`src/rtl/spi_master_frame.sv`:
```
// spi_master_frame
// SPI mode-0 initiator that clocks one full-duplex frame of BUFFER_SIZE bits
// (MSB first) out on mosi and captures the reply on miso. The first 32 bits
// of each received frame are compared against HEADER_RX.
//
// Ports:
//   clk        system clock (single domain)
//   rst        synchronous reset, active-high
//   start      frame request, only looked at while idle
//   tx_data    frame to send, latched when start is accepted
//   rx_data    last complete received frame
//   busy       high from the cycle after start accept through the gap
//   done       one-cycle pulse when rx_data updates
//   header_ok  received header matched HEADER_RX, updated with done
//   mosi/miso  serial data out/in (miso is not synchronised here)
//   sclk       SPI clock, idles low
//   sel        chip select, active-low
module spi_master_frame #(
  parameter int          BUFFER_SIZE = 32,
  parameter int          CLK_DIV     = 4,
  parameter logic [31:0] HEADER_RX   = 32'h61746164
) (
  input  logic                   clk,
  input  logic                   rst,
  input  logic                   start,
  input  logic [BUFFER_SIZE-1:0] tx_data,
  output logic [BUFFER_SIZE-1:0] rx_data,
  output logic                   busy,
  output logic                   done,
  output logic                   header_ok,
  output logic                   mosi,
  input  logic                   miso,
  output logic                   sclk,
  output logic                   sel
);

  localparam int HC_W = $clog2(CLK_DIV);
  localparam int BC_W = $clog2(BUFFER_SIZE);
  localparam logic [HC_W-1:0] HC_LOAD = HC_W'(CLK_DIV - 1);
  localparam logic [BC_W-1:0] BC_LAST = BC_W'(BUFFER_SIZE - 1);

  typedef enum logic [2:0] {
    S_IDLE, S_LEAD, S_HIGH, S_LOW, S_TRAIL, S_GAP
  } state_t;

  state_t                 state_q, state_d;
  logic [HC_W-1:0]        hc_q, hc_d;
  logic [BC_W-1:0]        bc_q, bc_d;
  logic [BUFFER_SIZE-1:0] tx_sr_q, tx_sr_d;
  logic [BUFFER_SIZE-1:0] rx_sr_q, rx_sr_d;
  logic [BUFFER_SIZE-1:0] rx_data_q, rx_data_d;
  logic                   busy_q, busy_d;
  logic                   done_q, done_d;
  logic                   header_ok_q, header_ok_d;
  logic                   mosi_q, mosi_d;
  logic                   sclk_q, sclk_d;
  logic                   sel_q, sel_d;
  logic                   hc_exit;

  assign hc_exit = (hc_q == '0);

  always_comb begin
    state_d     = state_q;
    hc_d        = hc_q;
    bc_d        = bc_q;
    tx_sr_d     = tx_sr_q;
    rx_sr_d     = rx_sr_q;
    rx_data_d   = rx_data_q;
    busy_d      = busy_q;
    done_d      = 1'b0;
    header_ok_d = header_ok_q;
    mosi_d      = mosi_q;
    sclk_d      = sclk_q;
    sel_d       = sel_q;

    // Every timed state counts hc down to zero and leaves on that cycle.
    if (state_q != S_IDLE && !hc_exit) begin
      hc_d = hc_q - 1'b1;
    end

    case (state_q)
      S_IDLE: begin
        if (start) begin
          tx_sr_d = tx_data;
          sel_d   = 1'b0;
          mosi_d  = tx_data[BUFFER_SIZE-1];
          busy_d  = 1'b1;
          bc_d    = '0;
          hc_d    = HC_LOAD;
          state_d = S_LEAD;
        end
      end
      S_LEAD: begin
        if (hc_exit) begin
          sclk_d  = 1'b1;
          rx_sr_d = {rx_sr_q[BUFFER_SIZE-2:0], miso};
          hc_d    = HC_LOAD;
          state_d = S_HIGH;
        end
      end
      S_HIGH: begin
        if (hc_exit) begin
          sclk_d = 1'b0;
          hc_d   = HC_LOAD;
          if (bc_q == BC_LAST) begin
            state_d = S_TRAIL;
          end else begin
            // Rotate rather than shift so the bit just sent is kept; mosi
            // takes the next bit as the new MSB on this falling edge.
            bc_d    = bc_q + 1'b1;
            tx_sr_d = {tx_sr_q[BUFFER_SIZE-2:0], tx_sr_q[BUFFER_SIZE-1]};
            mosi_d  = tx_sr_q[BUFFER_SIZE-2];
            state_d = S_LOW;
          end
        end
      end
      S_LOW: begin
        if (hc_exit) begin
          sclk_d  = 1'b1;
          rx_sr_d = {rx_sr_q[BUFFER_SIZE-2:0], miso};
          hc_d    = HC_LOAD;
          state_d = S_HIGH;
        end
      end
      S_TRAIL: begin
        if (hc_exit) begin
          sel_d       = 1'b1;
          rx_data_d   = rx_sr_q;
          done_d      = 1'b1;
          header_ok_d = (rx_sr_q[BUFFER_SIZE-1 -: 32] == HEADER_RX);
          hc_d        = HC_LOAD;
          state_d     = S_GAP;
        end
      end
      S_GAP: begin
        if (hc_exit) begin
          busy_d  = 1'b0;
          hc_d    = HC_LOAD;
          state_d = S_IDLE;
        end
      end
      default: begin
        state_d = S_IDLE;
      end
    endcase
  end

  always_ff @(posedge clk) begin
    if (rst) begin
      state_q     <= S_IDLE;
      hc_q        <= '0;
      bc_q        <= '0;
      tx_sr_q     <= '0;
      rx_sr_q     <= '0;
      rx_data_q   <= '0;
      busy_q      <= 1'b0;
      done_q      <= 1'b0;
      header_ok_q <= 1'b0;
      mosi_q      <= 1'b0;
      sclk_q      <= 1'b0;
      sel_q       <= 1'b1;
    end else begin
      state_q     <= state_d;
      hc_q        <= hc_d;
      bc_q        <= bc_d;
      tx_sr_q     <= tx_sr_d;
      rx_sr_q     <= rx_sr_d;
      rx_data_q   <= rx_data_d;
      busy_q      <= busy_d;
      done_q      <= done_d;
      header_ok_q <= header_ok_d;
      mosi_q      <= mosi_d;
      sclk_q      <= sclk_d;
      sel_q       <= sel_d;
    end
  end

  assign rx_data   = rx_data_q;
  assign busy      = busy_q;
  assign done      = done_q;
  assign header_ok = header_ok_q;
  assign mosi      = mosi_q;
  assign sclk      = sclk_q;
  assign sel       = sel_q;

endmodule

```
`config.mk`:
```
export PLATFORM = sky130hd
export DESIGN_NAME = spi_master_frame
export DESIGN_NICKNAME = d
export VERILOG_FILES = /design/src/rtl/spi_master_frame.sv
export SDC_FILE = /design/constraint.sdc
export NUM_CORES = 1
export LEC_CHECK = 0
export CORE_ASPECT_RATIO = 1.1
export CORE_MARGIN = 5
export CORE_UTILIZATION = 25
export CTS_CLUSTER_SIZE = 14
export DETAILED_ROUTE_END_ITERATION = 16
export HOLD_SLACK_MARGIN = 0.08
export PLACE_DENSITY = 0.41
export SYNTH_ARGS = -nofsm -noshare
export SYNTH_HDL_FRONTEND = slang
export SYNTH_SLANG_ARGS = --single-unit
export TNS_END_PERCENT = 30
```
`constraint.sdc`:
```
create_clock -name clk -period 1.79 [get_ports clk]
set_input_delay 0.358 -clock clk [delete_from_list [all_inputs] [get_ports clk]]
set_output_delay 0.358 -clock clk [all_outputs]
set_load 0.005 [all_outputs]
```
-- Word level (Yosys, flattened, before mapping)
Index checks and enable logic that the tools add are counted.
- register bits after elaboration: 112
- bits of input ports: 36
- output and inout bits: 38
- word-level logic and storage cells: 78
- $add $sub $neg: 2
- equal/unequal tests: 13
- mux-type cells: 31
- bitwise gates (word level): 1
- reductions and logical operators: 19
- operators with widths (kind ; count):
    $mux 32 ; 3
    $pmux 32 s2 ; 1
    $eq 32x31->1 const B ; 1
    $mux 3 ; 6
    $mux 5 ; 3
    $pmux 3 s5 ; 1
    $ne 2x2->1 const B ; 5
    $pmux 5 s2 ; 1
    $reduce_and 3->1 ; 3
    $mux 1 ; 8
    $pmux 1 s2 ; 4
    $reduce_bool 2->1 ; 4
    $eq 3x2->1 const B ; 2
    $eq 3x3->1 const B ; 2
    $mux 2 ; 3
    $add 5x1->5 const B ; 1
    $eq 5x5->1 const B ; 1
    $reduce_and 5->1 ; 1
    $reduce_or 5->1 ; 1
    $pmux 2 s2 ; 1
    $reduce_and 2->1 ; 2
    $reduce_and 4->1 ; 1
    $reduce_or 2->1 ; 2
    $eq 3x1->1 const B ; 1
    other kinds (8) ; 8

-- Depth between registers and ports, before layout
Gate-level depths: netlist of run 1.
- depth after elaboration: 6
- mapped depth: 8
- mapped depth without buffers: 7

-- Worst setup path after synthesis of run 1
Ideal clock, no wire load.
- path type: reg-to-reg
- start: reg bc_q[0]
- end: reg tx_sr_q[21]
- setup time: 0.134 ns
- arrival: 1.783 ns
- data required time: 1.656 ns
- slack: -0.127 ns
- stages on the path, launching flop included: 9
- path buffers: 2
- period minus slack after synthesis: 1.917 ns
- cells stage by stage: dfxtp_1 -> ha_1 -> and3_1 -> ha_1 -> nand3b_1 -> a21boi_2 -> buf_2 -> buf_4 -> a211oi_1
- longest elaborated chain between the ends: 3
- RTL lines (what ; RTL line ; text):
    start: declaration ; 48 ; logic [BC_W-1:0] bc_q, bc_d;
    start signal: assignment ; 152 ; bc_q <= '0;
    start signal: assignment ; 165 ; bc_q <= bc_d;
    $eq 5x5->1 ; 105 ; if (bc_q == BC_LAST) begin
    $ne 2x2->1 (no line) ; -- ;
    $reduce_and 4->1 (no line) ; -- ;
    end signal: assignment ; 166 ; tx_sr_q <= tx_sr_d;
    end: declaration ; 49 ; logic [BUFFER_SIZE-1:0] tx_sr_q, tx_sr_d;
Every way passes these cells.
A chain may end at the register's enable or synchronous reset.

-- Final worst setup path of run 1
- start: reg bc_q[0]
- end: reg tx_sr_q[4]
The elaborated chain is that of the path after synthesis.

==> flow_summary.toml, run 1 <==
[global_route]
grt_first_pass_wirelength_um = 19400
grt_max_degree = 57
antenna_found_initial = 0
grt_pass1_vias = 3813
grt_overflow_total = 0
track_usage_pct = 11.9

[timing]
relSlewSlack_pct = 67.7
fin_crit_sh_pct = 107
setup_violations = 37
max_freq_mhz = 523
finalCriticalPeriod_ns = 1.91
fin_skew_ns = 0.00603
finalHoldViolCount = 0
rsz0062_at_grt = "true"
slew_violations = 0
fin_ws_ns = -0.123
tightest_slew_ns = 0.485

[run_status]
failed_checks = "negative setup slack"
outcome = "complete, but fails checks"

[synth]
synth_seq_area_share_pct = 50.2
ys.flop_type = "dfxtp_1"
synth-async-reset-ratio_pct = 0
netlist_instances = 512
syn-cell-area_um2 = 4430
synth_nets = 551
synth_seq_cells = 111
synth_edf_count = 0
synthDistinctLibCells = 42
yosysWarnings = 0
syn_avg_cell_area_um2 = 8.65

[power]
ir_drop_mv = 0.504
swShare_pct = 28.7
powerDensity_nw_per_um2 = 1020
p_switching_mw = 1.83
power_frac_comb_pct = 24.2
intPower_mw = 4.56
p_leak_nw = 2.05
power_frac_seq_pct = 43.6
p_clk_share_pct = 32.2

[cells_and_area]
syn2layout_area_growth_pct = 41.0
final_cell_area_um2 = 6240
drive_gt1_share_pct = 15.9
nets = 631
post-route-util_pct = 35.6
layout_common_cells = "nand2_1 (136), dfxtp_1 (109), clkdlybuf4s50_1 (72), a21oi_1 (67), mux2i_1 (34)"
final_common_cell = "nand2_1"
n_antenna_cell = 0

[clock_tree]
clockBufferDepth = 2
clk_pin_slew_worst_paths_ns = 0.07
ctsHoldBuffers = 0
clock_sinks = 111
root_buffer = "clkbuf_16"
cts-htree-levels = 3
numCtsBuffers = 9
cts_tree = "yes"
insertion_delay_ns = 0.35

[setup_path]
cp_top_family = "simple AND/OR/NAND/NOR gates"
crit_path_frequent_cell = "ha_4"
startpoint_type = "flop"
crit_chain = "ha_4 -> and3_4 -> ha_4 -> nand3b_1 -> a21boi_4 -> buf_6 -> buf_12 -> buf_16 -> nor2_2 -> a211oi_2"
criticalPathCategory = "reg -> reg"
critPathRequiredTime_ns = 2.06
cpPeakStageDelay_ns = 0.34
cp-end-kind = "flop"
cp_max_fo = 5
critPathArrivalTime_ns = 2.18
worst-path-buf-inv = 3
cp_slowest_cell = "dfxtp_2"

[die]
start_util_pct = 25.2
io_pins = 74
die_w_um = 137
floorplan.rows = 51
die_area_um2 = 20500
core_area_um2 = 17500
fp.dieH_um = 150

[placed_design]
globalplace.congestion = 0.708
dpl.hpwl_um = 7120
dpl_cell_area_um2 = 5480
place.port_buffers = 73

[route]
drt_wl_total_um = 11800
drt-pass1-iter-count = 6
ant_nets = 0
drtIter0Drc = 235
viasPerCell = 4.50
drcViolationCount = 0
wl_per_cell_um = 14.1
vias = 3754

[flow_run]
drv_cap = 0

[hold_path]
min_path_type = "reg -> reg"
[final timing paths]
kind              slack, ns          end  cells after the start         from
hold reg to reg        0.45  rx_data[16]                      2  rx_data[16]
setup reg to reg      -0.12   tx_sr_q[4]                     10      bc_q[0]
setup / recovery      -0.12   tx_sr_q[4]                     10      bc_q[0]
hold / removal         0.45  rx_data[16]                      2  rx_data[16]
[cells by family (layout without fill, tap and decap cells)]
| family | Yosys count | in the layout | share of synthesized area [%] |
|---|---|---|---|
| buffers and inverters | 42 | 127 | 5.54 |
| adders and majority gates | 3 | 3 | 0.848 |
| AOI/OAI and AO/OA | 114 | 114 | 15.7 |
| and+or+nand+nor | 205 | 205 | 19.4 |
| xor gates and xnor gates | 3 | 3 | 0.594 |
| DFF | 111 | 111 | 50.2 |
| muxes | 34 | 34 | 7.69 |
[power groups by stage]
stage               logic, mW  registers [mW]  clock network [mW]
floorplan               0.782            2.78                   0
global placement         1.03            2.81                   0
detailed placement       1.06            2.81                   0
CTS                      1.56            2.78                2.15
global route             1.69            2.81                2.24
finish                   1.55            2.79                2.06
[sequential cells by signal, summed over array words and instances, names as in the netlist, 2 cells and up]
register / cells
bc_q: 5
rx_sr_q: 32
rx_data: 32
state_q: 3
tx_sr_q: 32
hc_q: 2
[cell usage after synthesis (2+ instances only)]
cell type    n  area (µm²)
a211oi_1    33         248
a21oi_1     68         340
and2_1       2        12.5
and4b_1      2        20.0
buf_1        2        7.51
buf_12       3        60.1
buf_2       13        65.1
buf_4        4        30.0
clkbuf_1    17        63.8
dfxtp_1    111        2220
ha_1         3        37.5
inv_1        2        7.51
mux2i_1     34         340
nand2_1    136         510
nand2b_1     2        12.5
nand3_1      3        15.0
nand3b_1     4        30.0
nor2_1      41         154
nor3_1       2        10.0
nor4_1       2        12.5
nor4b_1      3        26.3
o21ai_0      3        15.0
xnor2_1      3        26.3
[per-layer routing]
layer	share of wire [%]	global-route usage, %
met1	45	14.4
met2	50	20.6
met3	3.8	2.89
met4	1.1	3.79
met5	0	0
[repair_timing]
item | 4_1_cts | 5_1_grt
pin swaps | 38 | 4
gates cloned | 7 | 1
endpoints found under the setup margin | 37 | 40
buffers inserted | 7 | 1
resized for setup | 55 | 8
[layout make-up]
type | count | area, µm²
flip-flops and latches | 111 | 2220
clock buffers | 12 | 246
repair buffers | 109 | 1220
fillers | 1767 | 11300
inverters | 2 | 7.51
multi-input cells | 359 | 2190
clock inverters | 4 | 53.8
well taps | 238 | 298
[tightest hold or removal path, cell delays in order (launching register included)]
cell and delay (ns):
dfxtp_1 0.31, nand2_1 0.05, a21oi_1 0.05
[metrics by stage]
| stage | setup slack, ns | hold WS (ns) | std cells | TNS, ns | total power [mW] |
|---|---|---|---|---|---|
| floorplan | 0.00675 | 0.445 | 512 | 0 | 3.56 |
| global placement | -0.141 | 0.445 | 807 | -2.87 | 3.84 |
| detailed placement | -0.176 | 0.447 | 807 | -5.02 | 3.87 |
| CTS | -0.135 | 0.435 | 835 | -3.32 | 6.49 |
| global route | -0.227 | 0.472 | 835 | -6.65 | 6.74 |
| finish | -0.123 | 0.453 | 835 | -2.80 | 6.40 |
No activity file was read; power rests on OpenSTA's default activity.
==> inputs of run 2 (changes only) <==
--- a/config.mk
+++ b/config.mk
@@ -12,6 +12,7 @@
 export DETAILED_ROUTE_END_ITERATION = 16
 export HOLD_SLACK_MARGIN = 0.08
 export PLACE_DENSITY = 0.41
+export SLEW_MARGIN = 20
 export SYNTH_ARGS = -nofsm -noshare
 export SYNTH_HDL_FRONTEND = slang
 export SYNTH_SLANG_ARGS = --single-unit
==> results of run 2 <==
Same layout as run 1: the final DEF is identical, and so are final timing and power.
